$ cat src/rtl/nmea_parser_if.sv
// Byte stream from the UART character deserializer into the NMEA parser.
// The master drives one byte per cycle in which i_valid is high.
interface nmea_byte_if;
  logic       i_valid;
  logic [7:0] i_char;

  modport master (output i_valid, output i_char);
  modport slave  (input  i_valid, input  i_char);
endinterface

$ cat src/rtl/nmea_parser.sv
// NMEA sentence receiver: "$ttsss,f,...*HH<CR><LF>" framing, XOR checksum, field
// counting and single-field capture, with a one-cycle result pulse per sentence.
module nmea_parser #(
  parameter int  MAX_FIELDS  = 32,
  parameter int  FIELD_SEL   = 1,
  parameter int  FIELD_BYTES = 12,
  parameter int  MAX_LEN     = 82,
  parameter int  LOWER_HEX   = 1,
  localparam int FCNT_W      = $clog2(MAX_FIELDS + 1),
  localparam int FLEN_W      = $clog2(FIELD_BYTES + 1)
) (
  input  logic                     i_clk,
  input  logic                     i_rst,
  nmea_byte_if.slave               rx,
  output logic                     o_done,
  output logic                     o_check,
  output logic [2:0]               o_err,
  output logic [15:0]              o_talker,
  output logic [23:0]              o_sentence,
  output logic [FCNT_W-1:0]        o_fieldcnt,
  output logic [8*FIELD_BYTES-1:0] o_field_data,
  output logic [FLEN_W-1:0]        o_field_len,
  output logic                     o_busy
);

  localparam int LEN_W = $clog2(MAX_LEN + 1);

  localparam logic [2:0] ST_IDLE = 3'd0;
  localparam logic [2:0] ST_ADDR = 3'd1;
  localparam logic [2:0] ST_DATA = 3'd2;
  localparam logic [2:0] ST_CK   = 3'd3;
  localparam logic [2:0] ST_CR   = 3'd4;
  localparam logic [2:0] ST_LF   = 3'd5;

  localparam logic [2:0] E_NONE    = 3'd0;
  localparam logic [2:0] E_SUM     = 3'd1;
  localparam logic [2:0] E_HEX     = 3'd2;
  localparam logic [2:0] E_EOL     = 3'd3;
  localparam logic [2:0] E_OVF     = 3'd4;
  localparam logic [2:0] E_RESTART = 3'd5;

  localparam logic [7:0] CH_DOLLAR = 8'h24;
  localparam logic [7:0] CH_STAR   = 8'h2A;
  localparam logic [7:0] CH_COMMA  = 8'h2C;
  localparam logic [7:0] CH_CR     = 8'h0D;
  localparam logic [7:0] CH_LF     = 8'h0A;

  // Returns {digit_valid, nibble}; an invalid digit yields nibble 0.
  function automatic logic [4:0] hex_nibble(input logic [7:0] c);
    logic [4:0] r;
    r = 5'b0_0000;
    if (c >= 8'h30 && c <= 8'h39) begin
      r = {1'b1, c[3:0]};
    end else if (c >= 8'h41 && c <= 8'h46) begin
      r = {1'b1, c[3:0] + 4'd9};
    end else if (LOWER_HEX != 0 && c >= 8'h61 && c <= 8'h66) begin
      r = {1'b1, c[3:0] + 4'd9};
    end else begin
      r = 5'b0_0000;
    end
    return r;
  endfunction

  logic [2:0]               state_r;
  logic [7:0]               xor_r;
  logic [LEN_W-1:0]         len_r;
  logic [2:0]               addr_cnt_r;
  logic [15:0]              talker_r;
  logic [23:0]              sentence_r;
  logic [FCNT_W-1:0]        fidx_r;
  logic [8*FIELD_BYTES-1:0] cap_r;
  logic [FLEN_W-1:0]        cap_len_r;
  logic [7:0]               hex_r;
  logic                     hex_lo_r;
  logic                     bad_hex_r;

  logic       fin_s;
  logic       start_s;
  logic       take_s;
  logic [2:0] err_s;
  logic [4:0] hex_s;

  assign hex_s = hex_nibble(rx.i_char);

  // Classify the incoming byte: start a sentence, finish one (with which error), or consume it.
  always_comb begin
    fin_s   = 1'b0;
    start_s = 1'b0;
    take_s  = 1'b0;
    err_s   = E_NONE;
    if (!rx.i_valid) begin
      fin_s = 1'b0;
    end else if (state_r == ST_IDLE) begin
      start_s = (rx.i_char == CH_DOLLAR);
    end else if (len_r == LEN_W'(MAX_LEN)) begin
      fin_s = 1'b1;
      err_s = E_OVF;
    end else if (rx.i_char == CH_DOLLAR &&
                 (state_r == ST_ADDR || state_r == ST_DATA || state_r == ST_CK)) begin
      fin_s   = 1'b1;
      err_s   = E_RESTART;
      start_s = 1'b1;
    end else begin
      take_s = 1'b1;
      case (state_r)
        ST_CR: begin
          if (rx.i_char != CH_CR) begin
            fin_s = 1'b1;
            err_s = E_EOL;
          end else begin
            fin_s = 1'b0;
          end
        end
        ST_LF: begin
          fin_s = 1'b1;
          if (rx.i_char != CH_LF) begin
            err_s = E_EOL;
          end else if (bad_hex_r) begin
            err_s = E_HEX;
          end else if (hex_r != xor_r) begin
            err_s = E_SUM;
          end else begin
            err_s = E_NONE;
          end
        end
        default: fin_s = 1'b0;
      endcase
    end
  end

  // Sentence state, accumulators and the result registers latched on each finish.
  always_ff @(posedge i_clk) begin
    if (i_rst) begin
      state_r      <= ST_IDLE;
      xor_r        <= 8'h00;
      len_r        <= '0;
      addr_cnt_r   <= 3'd0;
      talker_r     <= 16'h0000;
      sentence_r   <= 24'h000000;
      fidx_r       <= '0;
      cap_r        <= '0;
      cap_len_r    <= '0;
      hex_r        <= 8'h00;
      hex_lo_r     <= 1'b0;
      bad_hex_r    <= 1'b0;
      o_done       <= 1'b0;
      o_check      <= 1'b0;
      o_err        <= 3'd0;
      o_talker     <= 16'h0000;
      o_sentence   <= 24'h000000;
      o_fieldcnt   <= '0;
      o_field_data <= '0;
      o_field_len  <= '0;
      o_busy       <= 1'b0;
    end else begin
      o_done <= fin_s;
      o_busy <= start_s | (~fin_s & (state_r != ST_IDLE));
      // Results snapshot the pre-clear sentence registers, so a restart reports the aborted one.
      if (fin_s) begin
        o_check      <= (err_s == E_NONE);
        o_err        <= err_s;
        o_talker     <= talker_r;
        o_sentence   <= sentence_r;
        o_fieldcnt   <= fidx_r;
        o_field_data <= cap_r;
        o_field_len  <= cap_len_r;
      end
      if (start_s) begin
        state_r    <= ST_ADDR;
        xor_r      <= 8'h00;
        len_r      <= LEN_W'(1);
        addr_cnt_r <= 3'd0;
        talker_r   <= 16'h0000;
        sentence_r <= 24'h000000;
        fidx_r     <= '0;
        cap_r      <= '0;
        cap_len_r  <= '0;
        hex_r      <= 8'h00;
        hex_lo_r   <= 1'b0;
        bad_hex_r  <= 1'b0;
      end else if (fin_s) begin
        state_r <= ST_IDLE;
      end else if (take_s) begin
        len_r <= len_r + LEN_W'(1);
        case (state_r)
          ST_ADDR: begin
            xor_r      <= xor_r ^ rx.i_char;
            addr_cnt_r <= addr_cnt_r + 3'd1;
            case (addr_cnt_r)
              3'd0:    talker_r[15:8]    <= rx.i_char;
              3'd1:    talker_r[7:0]     <= rx.i_char;
              3'd2:    sentence_r[23:16] <= rx.i_char;
              3'd3:    sentence_r[15:8]  <= rx.i_char;
              default: sentence_r[7:0]   <= rx.i_char;
            endcase
            if (addr_cnt_r == 3'd4) begin
              state_r <= ST_DATA;
            end
          end
          ST_DATA: begin
            if (rx.i_char == CH_STAR) begin
              state_r <= ST_CK;
            end else if (rx.i_char == CH_COMMA) begin
              xor_r <= xor_r ^ rx.i_char;
              if (fidx_r != FCNT_W'(MAX_FIELDS)) begin
                fidx_r <= fidx_r + FCNT_W'(1);
              end
            end else begin
              xor_r <= xor_r ^ rx.i_char;
              if (fidx_r == FCNT_W'(FIELD_SEL) && cap_len_r < FLEN_W'(FIELD_BYTES)) begin
                cap_len_r <= cap_len_r + FLEN_W'(1);
                for (int i = 0; i < FIELD_BYTES; i++) begin
                  if (cap_len_r == FLEN_W'(i)) begin
                    cap_r[8*i +: 8] <= rx.i_char;
                  end
                end
              end
            end
          end
          ST_CK: begin
            hex_r    <= {hex_r[3:0], hex_s[3:0]};
            hex_lo_r <= ~hex_lo_r;
            if (!hex_s[4]) begin
              bad_hex_r <= 1'b1;
            end
            if (hex_lo_r) begin
              state_r <= ST_CR;
            end
          end
          ST_CR:   state_r <= ST_LF;
          default: state_r <= state_r;
        endcase
      end
    end
  end

endmodule

$ cat src/flat_wrapper.sv
// flat-port wrapper written by rule: the top's interface ports become plain ports
module nmea_parser_flat 
#(
  parameter int  MAX_FIELDS  = 32,
  parameter int  FIELD_SEL   = 1,
  parameter int  FIELD_BYTES = 12,
  parameter int  MAX_LEN     = 82,
  parameter int  LOWER_HEX   = 1,
  localparam int FCNT_W      = $clog2(MAX_FIELDS + 1),
  localparam int FLEN_W      = $clog2(FIELD_BYTES + 1)
)
  (i_clk, i_rst, o_done, o_check, o_err, o_talker, o_sentence, o_fieldcnt, o_field_data, o_field_len, o_busy, rx_i_valid, rx_i_char);
  nmea_byte_if rx_i ();
  input  logic i_clk;
  input  logic i_rst;
  output logic o_done;
  output logic o_check;
  output logic [2:0] o_err;
  output logic [15:0] o_talker;
  output logic [23:0] o_sentence;
  output logic [FCNT_W-1:0] o_fieldcnt;
  output logic [8*FIELD_BYTES-1:0] o_field_data;
  output logic [FLEN_W-1:0] o_field_len;
  output logic o_busy;
  input wire logic [$bits(rx_i.i_valid)-1:0] rx_i_valid;
  input wire logic [$bits(rx_i.i_char)-1:0] rx_i_char;
  assign rx_i.i_valid = rx_i_valid;
  assign rx_i.i_char = rx_i_char;
  nmea_parser #(.MAX_FIELDS(MAX_FIELDS), .FIELD_SEL(FIELD_SEL), .FIELD_BYTES(FIELD_BYTES), .MAX_LEN(MAX_LEN), .LOWER_HEX(LOWER_HEX)) u_core (.i_clk(i_clk), .i_rst(i_rst), .rx(rx_i), .o_done(o_done), .o_check(o_check), .o_err(o_err), .o_talker(o_talker), .o_sentence(o_sentence), .o_fieldcnt(o_fieldcnt), .o_field_data(o_field_data), .o_field_len(o_field_len), .o_busy(o_busy));
endmodule
$ cat config.mk
export PLATFORM = sky130hd
export DESIGN_NAME = nmea_parser_flat
export DESIGN_NICKNAME = d
export VERILOG_FILES = /design/src/rtl/nmea_parser_if.sv /design/src/rtl/nmea_parser.sv /design/src/flat_wrapper.sv
export SDC_FILE = /design/constraint.sdc
export NUM_CORES = 1
export LEC_CHECK = 0
export ABC_AREA = 1
export CAP_MARGIN = 20
export CORE_MARGIN = 3
export CORE_UTILIZATION = 59
export DETAILED_ROUTE_END_ITERATION = 16
export PLACE_DENSITY = 0.84
export SLEW_MARGIN = 20
export SYNTH_ARGS = -nofsm -noshare
export SYNTH_HDL_FRONTEND = slang
export SYNTH_SLANG_ARGS = --single-unit
$ cat constraint.sdc
create_clock -name i_clk -period 4 [get_ports i_clk]
set_clock_uncertainty 0.1 [all_clocks]
set_input_delay 0.6 -clock i_clk [delete_from_list [all_inputs] [get_ports i_clk]]
set_output_delay 0.6 -clock i_clk [all_outputs]
set_load 0.005 [all_outputs]
* After elaboration in Yosys (flattened, before gate mapping) *
Cells that the tools add are included.

storage, ports and cells
  flip-flop bits (word level) = 329
  bits of input ports = 11
  word-level logic and storage cells = 180

operators by class
  $add $sub $neg = 5
  $lt $le $gt $ge = 7
  equality and inequality tests = 37
  multiplexer cells = 38
  bitwise gates (word level) = 9
  reductions and logical operators = 47

operators by type and width
  operator                                                         count
  AND reduction 7 bit                                              12
  AND reduction 4 bit                                              7
  two-way mux 3 bit                                                9
  == test 8 x 6 -> 1 bit (second input constant)                   3
  two-way mux 1 bit                                                20
  == test 4 x 3 -> 1 bit (second input constant)                   4
  == test 4 bit (second input constant)                            4
  >= comparator 8 x 7 -> 1 bit (second input constant)             2
  less-or-equal comparator 8 x 7 -> 1 bit (second input constant)  2
  != test 8 x 4 -> 1 bit (second input constant)                   2
  one-hot mux 8 bit (2 select lines)                               1
  two-way mux 5 bit                                                3
  == test 3 x 2 -> 1 bit (second input constant)                   4
  one-hot mux 3 bit (4 select lines)                               1
  AND reduction 6 bit                                              2
  AND reduction 5 bit                                              2
  == test 3 bit (second input constant)                            3
  logical NOT 3 bit                                                3
  == test 4 x 2 -> 1 bit (second input constant)                   2
  >= comparator 8 x 6 -> 1 bit (second input constant)             1
  less-or-equal comparator 8 x 6 -> 1 bit (second input constant)  1
  two-way mux 8 bit                                                1
  != test 2 bit (second input constant)                            4
  != test 4 x 2 -> 1 bit (second input constant)                   2
  33 further kinds                                                 48

* Depth between registers and ports, before layout *
Gate-level depths: netlist of run 1.

  depth in word-level cells = 11
  mapped depth = 16

* Worst setup path after synthesis of run 1 *
OpenSTA, ideal clock, no wires.

  path type = input -> register
  from = input rx_i_char[0]
  to = register u_core.cap_r[70]
  setup time = 0.113 ns
  arrival = 2.315 ns
  slack = 1.472 ns
  stages = 15
  buffers on the path = 3
  cells stage by stage = clkbuf_1 inv_1 ha_1 inv_1 nor3_2 nand3_4 nand2_4 nor2_4 nand2_4 inv_4 buf_12 nand3_4 buf_6 nor2_1 nor2_1

between the ends
  word-level cells in the longest chain between the ends = 9
  elaborated cells on any way between the ends = 24

RTL lines
  what                                line                text
  from (decl)                         flat_wrapper.sv:26  input wire logic [$bits(rx_i.i_char)-1:0] rx_i_char;
  != test 8 x 4 -> 1 bit              nmea_parser.sv:107  if (rx.i_char != CH_CR) begin
  two-way mux 1 bit                   nmea_parser.sv:107
  one-hot mux 1 bit (2 select lines)  nmea_parser.sv:105  case (state_r)
  two-way mux 1 bit                   nmea_parser.sv:98   end else if (rx.i_char == CH_DOLLAR &&
  two-way mux 1 bit                   nmea_parser.sv:95   end else if (len_r == LEN_W'(MAX_LEN)) begin
  two-way mux 1 bit                   nmea_parser.sv:93   end else if (state_r == ST_IDLE) begin
  two-way mux 1 bit                   nmea_parser.sv:91   if (!rx.i_valid) begin
  inverter 1 bit (no line)            --
  AND reduction 7 bit (no line)       --
  to (signal, indexed assignment)     nmea_parser.sv:214  cap_r[8*i +: 8] <= rx.i_char;
  to (decl)                           nmea_parser.sv:71   logic [8*FIELD_BYTES-1:0] cap_r;

Parallel ways exist; a longest one is shown, timed or not.
A chain may end at the register's enable or synchronous reset.

* Final worst setup path of run 1 *
  from = input rx_i_char[0]
  to = register u_core.cap_r[43]

The elaborated chain is that of the path after synthesis.

==> results_dict.tcl, run 1 <==
set metrics [dict create \
    status "completed" \
    fillers 1587 \
    clk_latency_ps 570 \
    path_clk_slew_ps 70 \
    synth.top_cell.area_share_pct 50.9 \
    worst_ir_drop_vdd_v 0.000276 \
    globalplace.congestion 0.911 \
    ys_warn_count 0 \
    synth_area_leader_cell "dfxtp_1" \
    wl_per_cell_um 15.4 \
    ys_top_cells_by_count "329 x dfxtp_1, 278 x nor2_1, 273 x nand2_1" \
    tightest_slew_ps 1130 \
    htreeDepth 1 \
    postCtsHoldBufs 0 \
    hold_path_class "reg -> reg" \
    first_pass_iters 5 \
    seq_area_frac_synth_pct 50.9 \
    cp.arrival_ps 3340 \
    syn-num-nets 1729 \
    drtIter0Drc 936 \
    crit_fanout 112 \
    p_leak_nw 6.76 \
    crit_required_ps 4400 \
    antenna_found_initial 0 \
    p_total_mw 6.65 \
    clkSinkCount 329 \
    cts_buffers 31 \
    syn2layout_area_growth_pct 21.0 \
    synth_ff_type "dfxtp_1" \
    start_util_pct 60.8 \
    synth_area_leaders "dfxtp_1 51%, a21oi_1 8.2%, nor2_1 8.1%" \
    yosys.cell_types.count 35 \
    syn_inst 1699 \
    synth_area_per_cell_um2 7.62 \
    fin_crit_sh_pct 73.5 \
    period_needed_ps 2940 \
    grt_use_total_pct 26.3 \
    die_w_um 154 \
    drv_cap 0 \
    drive_above_1_share_pct 6.23 \
    critPathCaptureType "flip-flop" \
    grt_pass1_wl_um 52400 \
    finalHoldViolCount 0 \
    vias 11100 \
    rows 53 \
    ys_ff_latch 329 \
    slew-limit-headroom_pct 24.7 \
    drc 0 \
    synthMostInstantiatedCell "dfxtp_1" \
    fp.dieH_um 154 \
    synth_edf_count 0 \
    coreArea_um2 21300 \
    post_cts_buffers 0 \
    utilization_pct 73.6 \
    async_reset_ff_share_pct 0 \
    grt_pass1_vias 10400 \
    maxSlewViolCount 0 \
    mappedNetlistArea_um2 12900 \
    wl_um 32500 \
    hpwl_um 19900 \
    grt_max_degree 151 \
    ant_nets 0 \
    fin_nets 1838 \
    ios 163 \
    vias_per_cell 5.29 \
    power.density_nw_per_um2 424 \
    portBuffers 162 \
    start_kind "input port" \
    ctsLongestPathBuffers 3 \
    gr-total-overflow 0 \
    ctsRootBufferMaster "clkbuf_16" \
    die_area_um2 23800 \
    critPathKind "in -> reg" \
    tritoncts "yes" \
    cts_resized 0 \
    rsz0062_at_grt "no" \
    antennaDiodeCount 0 \
    finalSetupTns_ps 0 \
    setup_viol 0 \
    fmax_ghz 0.340 \
]
-- layout by cell type, fill, tap and decap left out, drive strengths merged, types with 2 or more instances in the layout --
master,count
xnor2,3
dfxtp,329
nor3,11
a21oi,213
xor2,4
nand2,287
bufinv,6
ha,19
nor3b,2
nand4,6
o21ai,200
clkdlybuf4s50,162
clkbuf,44
clkinv,5
inv,190
buf,16
nand3,42
nor2,286
-- routing by layer --
layer  vias to the layer above  global-route usage [%]  part of all wire (%)
li1                       5573                       -                     -
met2                       399                    42.4                    45
met4                         0                    6.94                   1.9
met3                        56                    4.59                   7.9
met1                      5118                    36.8                    45
met5                         -                       0                     0
-- worst max-delay path, stage by stage --
cell	delay, ps
clkdlybuf4s50_1	490
inv_1	120
ha_1	260
inv_1	70
nor3_2	50
nand2_1	90
nor2_1	50
o21ai_2	90
nand2_2	110
inv_4	770
buf_4	390
nand2_1	80
nor2_1	120
-- kinds of logic (layout without fill, tap and decap cells) --
kind of cell	Yosys count	count (layout)	share of synthesized area, %
simple gates	635	635	20.8
compound gates	417	417	16.3
flops	329	329	50.9
buf+inv	292	424	9.81
fa+ha+maj	19	19	1.84
xor+xnor	7	7	0.473
-- registers in the layout, indices dropped and copies added, names as in the netlist, 8 cells and up --
| signal | cells |
|---|---|
| u_core.o_sentence | 24 |
| u_core.cap_r | 96 |
| u_core.hex_r | 8 |
| u_core.o_talker | 16 |
| u_core.sentence_r | 24 |
| u_core.xor_r | 8 |
| u_core.o_field_data | 96 |
| u_core.talker_r | 16 |
-- worst paths after layout --
kind	slack (ps)	from	depth (start not counted)	endpoint
setup reg to reg	1100	u_core.len_r[0]	11	u_core.cap_r[43]
hold reg to reg	350	u_core.cap_r[95]	2	u_core.o_field_data[95]
setup / recovery	1060	rx_i_char[0]	13	u_core.cap_r[43]
hold / removal	350	u_core.cap_r[95]	2	u_core.o_field_data[95]
-- layout make-up --
cell class / instances / area (um^2) / area share (%)
sequential: 329 / 6590 / 42.0
timing repair buffer: 178 / 1770 / 11.3
tap: 275 / 344 / 2.20
multi-input combinational: 1078 / 5110 / 32.6
clock inverter: 12 / 228 / 1.45
inverter: 190 / 719 / 4.59
clock buffer: 44 / 915 / 5.84
-- where the power goes --
group / switching (mW) / internal (mW) / total [mW]
Sequential: 0.000121 / 3.28 / 3.28
Clock: 1.25 / 1.98 / 3.23
Combinational: 0.113 / 0.0329 / 0.146
-- metrics by stage --
step           instances  hold slack, ps  setup WS (ps)  area (um^2)
2_1_floorplan       1699             329           1470        12900
3_3_place_gp        2050             337            569        14500
3_5_place_dp        2050             343            539        14500
4_1_cts             2106             351           1110        15700
5_1_grt             2106             372            847        15700
6_report            2106             350           1060        15700
Note: power is estimated with default switching activity, not from simulation.
==> run 2, diff against run 1 <==
--- a/config.mk
+++ b/config.mk
@@ -8,9 +8,9 @@
 export ABC_AREA = 1
 export CAP_MARGIN = 20
 export CORE_MARGIN = 3
-export CORE_UTILIZATION = 59
+export CORE_UTILIZATION = 55
 export DETAILED_ROUTE_END_ITERATION = 16
-export PLACE_DENSITY = 0.84
+export PLACE_DENSITY = 0.79
 export SLEW_MARGIN = 20
 export SYNTH_ARGS = -nofsm -noshare
 export SYNTH_HDL_FRONTEND = slang
==> constraint.sdc (replaced) <==
create_clock -name i_clk -period 3 [get_ports i_clk]
set_clock_uncertainty 0.1 [all_clocks]
set_input_delay 0.45 -clock i_clk [delete_from_list [all_inputs] [get_ports i_clk]]
set_output_delay 0.45 -clock i_clk [all_outputs]
set_load 0.005 [all_outputs]
==> results_dict.tcl, run 2 (same netlist as run 1, synthesis figures left out) <==
set metrics [dict create \
    fin_crit_sh_pct 81.7 \
    cts_buffers 34 \
    path_clk_slew_ps 60 \
    grt_use_total_pct 24.8 \
    gr-total-overflow 0 \
    drv_cap 0 \
    holdPathStages 2 \
    switching_share_pct 20.6 \
    coreArea_um2 22900 \
    power.density_nw_per_um2 557 \
    ant_nets 0 \
    dp.cells 2114 \
    final_cell_mix "329 x dfxtp_1, 278 x nor2_1, 273 x nand2_1, 212 x a21oi_1, 180 x o21ai_0" \
    die_w_um 159 \
    grt_pass1_wl_um 52700 \
    final_common_cell "dfxtp_1" \
    pwr-share-seq_pct 49.0 \
    period_needed_ps 2450 \
    clkSinkCount 329 \
    hpwl_um 20500 \
    first_pass_iters 5 \
    die_area_um2 25400 \
    start_util_pct 56.5 \
    grt_pass1_vias 10600 \
    rsz0062_at_grt "no" \
    p_int_mw 7.08 \
    rr_endpoint "u_core.sentence_r[2]" \
    finalSetupTns_ps 0 \
    fp.dieH_um 159 \
    combinationalPowerShare_pct 2.4 \
    htreeDepth 2 \
    setup_viol 0 \
    antennaDiodeCount 0 \
    globalplace.congestion 0.929 \
    p_clk_share_pct 48.7 \
    min-delay-start "u_core.cap_r[80]" \
    fillers 1859 \
    register_area_um2 6590 \
    wl_um 32200 \
    cp.arrival_ps 2730 \
    rows 55 \
    whs_endpoint "u_core.o_field_data[80]" \
    largest_registers "u_core.cap_r: 96 flops, u_core.o_field_data: 96 flops" \
    vias 11200 \
    portBuffers 162 \
    cts_resized 0 \
    crit_required_ps 3280 \
    maxSlewViolCount 0 \
    syn2layout_area_growth_pct 23.7 \
    critPathKind "in -> reg" \
    critPathCaptureType "flip-flop" \
    finalHoldViolCount 0 \
    ios 163 \
    wl_per_cell_um 14.8 \
    drc 0 \
    tritoncts "yes" \
    fin_nets 1867 \
    grt_max_degree 148 \
    layout.cells.non_filler 2174 \
    multi_input_area_um2 5110 \
    vias_per_cell 5.16 \
    worst_ir_drop_vdd_v 0.000384 \
    setup_ws_ps 548 \
    tightest_slew_ps 713 \
    p_switching_mw 1.84 \
    ctsLongestPathBuffers 3 \
    drtIter0Drc 866 \
    antenna_found_initial 0 \
    ctsRootBufferMaster "clkbuf_16" \
    crit_fanout 16 \
    p_leak_nw 6.92 \
    reg2regPathDepth 11 \
    drive_above_1_share_pct 7.68 \
    fmax_ghz 0.408 \
    post-place-ws_ps 89.1 \
    clk_latency_ps 510 \
    status "completed" \
    r2r-start "u_core.len_r[0]" \
    postCtsHoldBufs 0 \
    r2r_setup_slack_ps 580 \
    slew-limit-headroom_pct 52.3 \
    start_kind "input port" \
    hold_path_class "reg -> reg" \
    post_cts_buffers 0 \
]
-- run 2: cell types whose count changed in the layout (fill, tap and decap cells not counted), moves of 2 or more --
| cell | previous run | this run |
|---|---|---|
| buf_12 | 2 | 9 |
| bufinv_16 | 6 | 4 |
| clkbuf_16 | 31 | 35 |
| buf_4 | 14 | 33 |
| clkbuf_8 | 9 | 7 |
| clkinv_2 | 5 | 7 |
-- run 2: per-stage QoR --
step / hold slack, ps / cell area [um^2] / power (mW) / util, %
finish: 349 / 16000 / 8.92 / 69.9
global route: 371 / 16000 / 9.19 / 69.9
CTS: 352 / 16000 / 8.97 / 69.9
detailed placement: 344 / 14900 / 4.67 / 64.8
global placement: 338 / 14900 / 4.67 / 64.8
floorplan: 329 / 12900 / 4.58 / -
-- run 2: layout make-up --
cell class / count / area share (%)
flip-flops and latches: 329 / 41.1
repair buffers: 204 / 12.8
clock inverters: 13 / 1.09
inverters: 190 / 4.49
multi-input cells: 1078 / 31.9
clock buffers: 47 / 6.19
well taps: 313 / 2.44
-- run 2: critical path, stage by stage --
cell and delay [ps]:
clkdlybuf4s50_1 550, inv_1 90, ha_1 250, inv_1 80, nor3_2 50, nand3_4 130, nand2_4 100, nor2_4 190
nand3_1 430, o21ai_0 340, a21oi_1 60
-- run 2: worst max path at each step --
stage | startpoint | to
after floorplan | rx_i_char[0] | u_core.cap_r[70]
after global placement | rx_i_char[4] | u_core.len_r[3]
after detailed placement | rx_i_char[0] | u_core.sentence_r[5]
after CTS | u_core.len_r[0] | u_core.cap_r[51]
after global routing | rx_i_char[0] | u_core.sentence_r[3]
final | rx_i_char[0] | u_core.sentence_r[5]
-- run 2: power groups by stage --
stage | clock (mW) | combinational, mW | sequential, mW
after detailed placement | 0 | 0.208 | 4.47
after global routing | 4.60 | 0.226 | 4.36
after floorplan | 0 | 0.119 | 4.47
after global placement | 0 | 0.207 | 4.47
after CTS | 4.40 | 0.209 | 4.37
final | 4.34 | 0.210 | 4.37
-- run 2: layer usage --
metal	vias to the layer above	wire length (um)	share of wire, %	global-route usage, %
met5	-	0	0	0
met4	0	714	2.2	7.20
met3	60	2120	6.6	4.42
met2	345	14700	46	40.9
met1	5163	14600	45	33.5
li1	5655	-	-	-
